[config.mk]
export PLATFORM = sky130hd
export DESIGN_NAME = rob_multiport
export DESIGN_NICKNAME = d
export VERILOG_FILES = /design/src/rtl/rob_multiport_pkg.sv /design/src/rtl/rob_commit_scan.sv /design/src/rtl/rob_multiport.sv
export SDC_FILE = /design/constraint.sdc
export NUM_CORES = 1
export LEC_CHECK = 0
export ABC_AREA = 1
export ABC_CLOCK_PERIOD_IN_PS = 11900
export CORE_AREA = 2 2 154 306
export DETAILED_ROUTE_END_ITERATION = 16
export DIE_AREA = 0 0 156 308
export PLACE_DENSITY = 0.67
export SLEW_MARGIN = 0
export SYNTH_ARGS = -nofsm -noshare
export SYNTH_HDL_FRONTEND = slang
export SYNTH_SLANG_ARGS = --single-unit
export TNS_END_PERCENT = 20
[constraint.sdc]
create_clock -name clk -period 11.9 [get_ports clk]
set_clock_uncertainty 0.1 [all_clocks]
set_input_delay 1.785 -clock clk [delete_from_list [all_inputs] [get_ports clk]]
set_output_delay 1.785 -clock clk [all_outputs]
set_load 0.005 [all_outputs]
[src/rtl/rob_multiport_pkg.sv]
// Shared definitions for the multi-port reorder buffer.
//
// Core-level defaults, usable as macros by code that predates the package:
//   `PR_ADDR_W       physical register address width
//   `ROB_DATA_W      payload width: old-alias pair plus valid bit (2*`PR_ADDR_W+1)
//   `ROB_ELEMENTS    entry count
//   `ROB_PUSH_WIDTH  entries allocated per cycle
//   `ROB_POP_WIDTH   entries retired per cycle
//   `ROB_CMPLT_PORTS completion report ports (arith, mem, term)
// The package mirrors them as localparams for parameter defaults.

`ifndef PR_ADDR_W
`define PR_ADDR_W 5
`endif
`ifndef ROB_DATA_W
`define ROB_DATA_W (2*`PR_ADDR_W+1)
`endif
`ifndef ROB_ELEMENTS
`define ROB_ELEMENTS 16
`endif
`ifndef ROB_PUSH_WIDTH
`define ROB_PUSH_WIDTH 4
`endif
`ifndef ROB_POP_WIDTH
`define ROB_POP_WIDTH 3
`endif
`ifndef ROB_CMPLT_PORTS
`define ROB_CMPLT_PORTS 3
`endif

package rob_multiport_pkg;
    localparam int unsigned ROB_DATA_W_DEF  = `ROB_DATA_W;
    localparam int unsigned ROB_ELEMS_DEF   = `ROB_ELEMENTS;
    localparam int unsigned ROB_PUSH_W_DEF  = `ROB_PUSH_WIDTH;
    localparam int unsigned ROB_POP_W_DEF   = `ROB_POP_WIDTH;
    localparam int unsigned ROB_CMPLT_P_DEF = `ROB_CMPLT_PORTS;
endpackage

[src/rtl/rob_commit_scan.sv]
// Retire-window scan: counts the run of completed entries starting at head.
//
// Ports:
//   done_rot       in   done bits of the first POP_WIDTH entries from head (bit 0 = head)
//   count          in   current occupancy (0..ELEMENTS)
//   dout_valid_ct  out  leading-ones length, limited by count and POP_WIDTH

module rob_commit_scan #(
    parameter int unsigned POP_WIDTH = 3,
    parameter int unsigned IDX_W     = 4
) (
    input  logic [POP_WIDTH-1:0]       done_rot,
    input  logic [IDX_W:0]             count,
    output logic [$clog2(POP_WIDTH):0] dout_valid_ct
);
    localparam int unsigned CT_W  = $clog2(POP_WIDTH) + 1;
    localparam int unsigned PTR_W = IDX_W + 1;

    logic run;

    always_comb begin
        dout_valid_ct = '0;
        run           = 1'b1;
        for (int unsigned i = 0; i < POP_WIDTH; i++) begin
            // Done bits past the tail may be stale, so occupancy bounds the run.
            if (run && done_rot[i] && (PTR_W'(i) < count)) begin
                dout_valid_ct = dout_valid_ct + CT_W'(1);
            end else begin
                run = 1'b0;
            end
        end
    end
endmodule

[src/rtl/rob_multiport.sv]
// Parametrised reorder buffer: in-order allocation, out-of-order completion,
// in-order retirement with count-based handshakes.
//
// Optional feature macro: ROB_FLUSH_EN adds flush/flush_entry (tail squash).
//
// Ports:
//   clk, rst        clock, asynchronous active-low reset
//   din             PUSH_WIDTH payload lanes, lane 0 oldest
//   din_valid_ct    number of valid push lanes
//   din_ready_ct    min(PUSH_WIDTH, free entries), from registered state only
//   entry_nums      index lane i receives if pushed this cycle
//   dout            POP_WIDTH retiring payloads, lane 0 = head
//   dout_valid_ct   completed run length from head, capped at POP_WIDTH
//   dout_ready_ct   consumer capacity this cycle
//   completed       CMPLT_PORTS completing entry indices
//   cmplt_valid     per-port completion strobe
//   flush           squash everything younger than flush_entry (ROB_FLUSH_EN)
//   flush_entry     last surviving entry (ROB_FLUSH_EN)

module rob_multiport
    import rob_multiport_pkg::*;
#(
    parameter int unsigned DATA_WIDTH  = ROB_DATA_W_DEF,
    parameter int unsigned PUSH_WIDTH  = ROB_PUSH_W_DEF,
    parameter int unsigned POP_WIDTH   = ROB_POP_W_DEF,
    parameter int unsigned CMPLT_PORTS = ROB_CMPLT_P_DEF,
    parameter int unsigned ELEMENTS    = ROB_ELEMS_DEF,
    parameter int unsigned IDX_W       = $clog2(ELEMENTS)
) (
    input  logic                              clk,
    input  logic                              rst,
    input  logic [PUSH_WIDTH*DATA_WIDTH-1:0]  din,
    input  logic [$clog2(PUSH_WIDTH):0]       din_valid_ct,
    output logic [$clog2(PUSH_WIDTH):0]       din_ready_ct,
    output logic [PUSH_WIDTH*IDX_W-1:0]       entry_nums,
    output logic [POP_WIDTH*DATA_WIDTH-1:0]   dout,
    output logic [$clog2(POP_WIDTH):0]        dout_valid_ct,
    input  logic [$clog2(POP_WIDTH):0]        dout_ready_ct,
    input  logic [CMPLT_PORTS*IDX_W-1:0]      completed,
    input  logic [CMPLT_PORTS-1:0]            cmplt_valid
`ifdef ROB_FLUSH_EN
    ,
    input  logic                              flush,
    input  logic [IDX_W-1:0]                  flush_entry
`endif
);
    localparam int unsigned PTR_W = IDX_W + 1;
    localparam int unsigned PV_W  = $clog2(PUSH_WIDTH) + 1;
    localparam int unsigned PC_W  = $clog2(POP_WIDTH) + 1;

    // head/tail carry a wrap bit so count = tail - head spans 0..ELEMENTS.
    logic [PTR_W-1:0]      head, tail, tail_nxt;
    logic [PTR_W-1:0]      count, free_ct;
    logic [IDX_W-1:0]      head_idx, tail_idx;
    logic [ELEMENTS-1:0]   done, done_nxt;
    logic [DATA_WIDTH-1:0] ram [ELEMENTS];
    logic [POP_WIDTH-1:0]  done_rot;
    logic [PV_W-1:0]       push_ct;
    logic [PC_W-1:0]       pop_ct;
    logic [CMPLT_PORTS-1:0] cmp_ok;
    logic [IDX_W-1:0]      cmp_off;

    assign head_idx = head[IDX_W-1:0];
    assign tail_idx = tail[IDX_W-1:0];
    assign count    = tail - head;
    assign free_ct  = PTR_W'(ELEMENTS) - count;

    // Push credit ignores same-cycle retires.
    assign din_ready_ct = (free_ct >= PTR_W'(PUSH_WIDTH)) ? PV_W'(PUSH_WIDTH) : PV_W'(free_ct);

    always_comb begin
        entry_nums = '0;
        for (int unsigned i = 0; i < PUSH_WIDTH; i++) begin
            entry_nums[i*IDX_W +: IDX_W] = tail_idx + IDX_W'(i);
        end
    end

    always_comb begin
        dout     = '0;
        done_rot = '0;
        for (int unsigned i = 0; i < POP_WIDTH; i++) begin
            dout[i*DATA_WIDTH +: DATA_WIDTH] = ram[head_idx + IDX_W'(i)];
            done_rot[i]                      = done[head_idx + IDX_W'(i)];
        end
    end

    rob_commit_scan #(
        .POP_WIDTH (POP_WIDTH),
        .IDX_W     (IDX_W)
    ) u_scan (
        .done_rot      (done_rot),
        .count         (count),
        .dout_valid_ct (dout_valid_ct)
    );

`ifdef ROB_FLUSH_EN
    logic [IDX_W-1:0] flush_off;
    logic             flush_hit;
    logic [PTR_W-1:0] keep_ct;

    assign flush_off = flush_entry - head_idx;
    assign flush_hit = flush && ({1'b0, flush_off} < count);
    assign keep_ct   = {1'b0, flush_off} + PTR_W'(1);
`endif

    always_comb begin
        push_ct  = (din_valid_ct < din_ready_ct) ? din_valid_ct : din_ready_ct;
        pop_ct   = (dout_valid_ct < dout_ready_ct) ? dout_valid_ct : dout_ready_ct;
        tail_nxt = tail + PTR_W'(push_ct);
        cmp_ok   = '0;
        cmp_off  = '0;
        for (int unsigned p = 0; p < CMPLT_PORTS; p++) begin
            // Occupancy is judged by distance from the pre-edge head.
            cmp_off   = completed[p*IDX_W +: IDX_W] - head_idx;
            cmp_ok[p] = cmplt_valid[p] && ({1'b0, cmp_off} < count);
`ifdef ROB_FLUSH_EN
            if (flush_hit && ({1'b0, cmp_off} >= keep_ct)) begin
                cmp_ok[p] = 1'b0;
            end
`endif
        end
`ifdef ROB_FLUSH_EN
        if (flush_hit) begin
            push_ct  = '0;
            tail_nxt = head + keep_ct;
            if (PTR_W'(pop_ct) > keep_ct) begin
                pop_ct = PC_W'(keep_ct);
            end
        end
`endif
    end

    // Sets before clears: a completion landing on a retiring entry must not
    // leave a stale done bit behind; pushes always start an entry clean.
    always_comb begin
        done_nxt = done;
        for (int unsigned p = 0; p < CMPLT_PORTS; p++) begin
            if (cmp_ok[p]) begin
                done_nxt[completed[p*IDX_W +: IDX_W]] = 1'b1;
            end
        end
        for (int unsigned i = 0; i < POP_WIDTH; i++) begin
            if (PC_W'(i) < pop_ct) begin
                done_nxt[head_idx + IDX_W'(i)] = 1'b0;
            end
        end
        for (int unsigned i = 0; i < PUSH_WIDTH; i++) begin
            if (PV_W'(i) < push_ct) begin
                done_nxt[tail_idx + IDX_W'(i)] = 1'b0;
            end
        end
    end

    always_ff @(posedge clk or negedge rst) begin
        if (!rst) begin
            head <= '0;
            tail <= '0;
            done <= '0;
        end else begin
            head <= head + PTR_W'(pop_ct);
            tail <= tail_nxt;
            done <= done_nxt;
        end
    end

    // Payload storage is not reset; occupancy alone decides what is live.
    always_ff @(posedge clk) begin
        for (int unsigned i = 0; i < PUSH_WIDTH; i++) begin
            if (PV_W'(i) < push_ct) begin
                ram[tail_idx + IDX_W'(i)] <= din[i*DATA_WIDTH +: DATA_WIDTH];
            end
        end
    end
endmodule

==> results.txt <==
Critical Path Source Type: flop
most common cell after layout, fill and taps aside: nand2_1
RePlAce Congestion: 1.138
crit path kind: flop to output pin
syn_nets: 3540
CP max-delay cell: dfrtp_4
RSZ-0062 raised after global routing: no
Synth Register Bits: 202
FF/Latch Area: 5941 sq um
CP Cell Sequence: ha_1 > nor2_1 > nor2_1 > clkinv_1 > nand2_1 > clkinv_1 > nand2_1 > nand4_1 > a211oi_1 > ha_1 > nand2_1 > nor2_1 > nand3_1 > nor2_1 > clkdlybuf4s50_1
hold buffers post-CTS: 0
most frequent cells in the layout: 1305 x nand2_1, 526 x nor2_1, 360 x nand3_1, 181 x o21ai_0, 179 x inv_1
Post-Syn Area: 20360 sq um
Sum Neg Setup Slack: 0 ns
Slew headroom: -0.01965
initial antenna violation count: 10
DRC viols: 0
Synth top area share: 0.2596
FMAX: 135.7 MHz
most used routing layer: met2
via/cell ratio: 6.039
Final Max Slew Viols: 3
Crit Path Max Fanout: 42
FFs w/ async S/R, synth: 0.1287
vias in the first global route: 21702
final WL: 108300 um
Initial Util: 0.4456
DIE WIDTH: 156 um
hold_ws: 0.3934 ns
die area: 48050 sq um
PostCTS Resize Cnt: 0
Worst setup EP type: output pin
HPWL Detailed: 79160 um
synth warn: 0
failing checks: max-capacitance violations, max-slew violations
Via Count: 23632
ranking of synthesized cells by area: edfxtp_1 26%, nand2_1 24%, nor2_1 9.8%
TritonCTS clock tree: built
CP peak stage delay: 0.77 ns
site row count: 111
Final Hold Fails: 0
met1 usage: 0.4789
antenna viol nets, final: 0
Final setup viols: 0
number of top-level pins: 122
DRT iter0 DRCs: 3414
Crit path top cell by count: nor2_1
total clock sinks: 202
post-CTS setup buffer count: 0
H-tree depth reported by CTS: 1
min-delay worst type: flop to flop
fillcell total: 4714
Critical Path AT: 5.49 ns
GRT Residual Overflow: 0
core area: 45690 sq um
Yosys cell types: 44
Tmin final: 7.371 ns
status: complete, but fails checks
Main synth FF type: edfxtp_1
clock slew seen by the registers of the worst setup and hold paths: 0.07 ns
clk_lat worst skew: 0.54 ns
first-pass GRT wire length: 153000 um
worst slew pin tran: 1.513 ns
clk root buf: clkbuf_16
dpl ws: 5.185 ns
Port-buffer cells: 121
GR Util met2: 0.7086
Die Span Y: 308 um
met3 GRT Util: 0.1128
synthesized area per cell: 5.963 sq um
Synth Instances: 3415
GRT Overall Usage: 0.4495
Synth-to-Final Area Change: 9.125%
area of the multi-input gates: 12430 sq um
TritonCTS Buffers: 20
Tcrit/Tclk final: 0.6194
post-synthesis sequential area ratio: 0.2915
per-cell routed wire length: 27.66 um
FF-to-FF setup slack: 5.05 ns
post-synth top area cell: edfxtp_1
Req. time, crit path: 10.02 ns
largest net degree at the start of global routing: 176
Longest Clk Path Bufs: 3
maxcap violations: 1
Total Nets Final: 3456
worst setup margin: 4.529 ns
1st-pass router iterations: 7
number of synthesized flops with an enable pin: 176
share of cells above drive strength 1: 0.04544
==> final timing paths <==
check,from,cells past startpoint,end
min reg2reg,tail[4]$_DFF_PN0_,1,tail[4]$_DFF_PN0_
min,tail[4]$_DFF_PN0_,1,tail[4]$_DFF_PN0_
max,head[0]$_DFF_PN0_,15,dout_valid_ct[2]
min in group asynchronous,rst,2,tail[4]$_DFF_PN0_
max reg2reg,head[0]$_DFF_PN0_,22,done[11]$_DFF_PN0_
max in group asynchronous,rst,2,head[0]$_DFF_PN0_
==> registers in the layout (all words and copies together), names as in the netlist <==
name / count
done: 16
head: 5
ram: 176
tail: 5
==> worst max-delay path: cells and delay by family, from the launching register on <==
family / cells / cell delay (ns)
and+or+nand+nor: 9 / 1.64
DFF: 1 / 0.77
AOI/OAI and AO/OA: 1 / 0.21
buffers and inverters: 3 / 1.37
adders and majority gates: 2 / 0.93
==> synth_stat cells (2+ instances only) <==
library cell     n
nand2_1       1305
nor2_1         529
nand3_1        360
o21ai_0        185
inv_1          180
edfxtp_1       176
clkbuf_1       160
a21oi_1         94
buf_2           57
ha_1            52
buf_1           50
nand4_1         48
o211ai_1        43
mux2i_1         27
dfrtp_1         26
inv_2           18
buf_4           16
xor2_1          15
nand3_4          9
nor3_1           9
nand2_2          8
nand3_2          8
fa_1             6
clkinv_1         5
o22ai_1          4
xnor2_1          3
buf_6            2
nand2_4          2
nand3b_1         2
o21bai_1         2
==> final cells by class <==
class / instances / area share
Antenna cell: 3 / 0.0003379
Sequential cell: 202 / 0.2674
Timing Repair Buffer: 181 / 0.07562
Inverter: 203 / 0.03446
Clock buffer: 22 / 0.02382
Tap cell: 565 / 0.03181
Clock inverter: 14 / 0.007264
Multi-Input combinational cell: 2723 / 0.5593
==> layer usage <==
layer / wire length [um] / up-vias
met5: 69 / -
met4: 13810 / 10
met1: 35360 / 10662
met2: 48460 / 1633
met3: 10560 / 556
li1: - / 10771
==> cells by family after synthesis <==
kind of cell	Yosys count	synth area share
AO/OA/AOI/OAI	336	0.08953
AND/OR/NAND/NOR	2283	0.4604
buffers and inverters	490	0.09887
XOR/XNOR	19	0.008542
adder cells (fa/ha/maj)	58	0.03785
multiplexers	27	0.01327
flip-flops	202	0.2915
==> stage by stage <==
stage / util / instances / area (sq um)
2_1_floorplan: - / 3415 / 20360
3_3_place_gp: 0.4701 / 3870 / 21480
3_5_place_dp: 0.4701 / 3870 / 21480
4_1_cts: 0.4852 / 3906 / 22170
5_1_grt: 0.4862 / 3912 / 22220
6_report: 0.4863 / 3913 / 22220
Power is left out: the tool's default activity adds up to more than one toggle a clock period on the data nets, which glitch-free logic cannot reach.
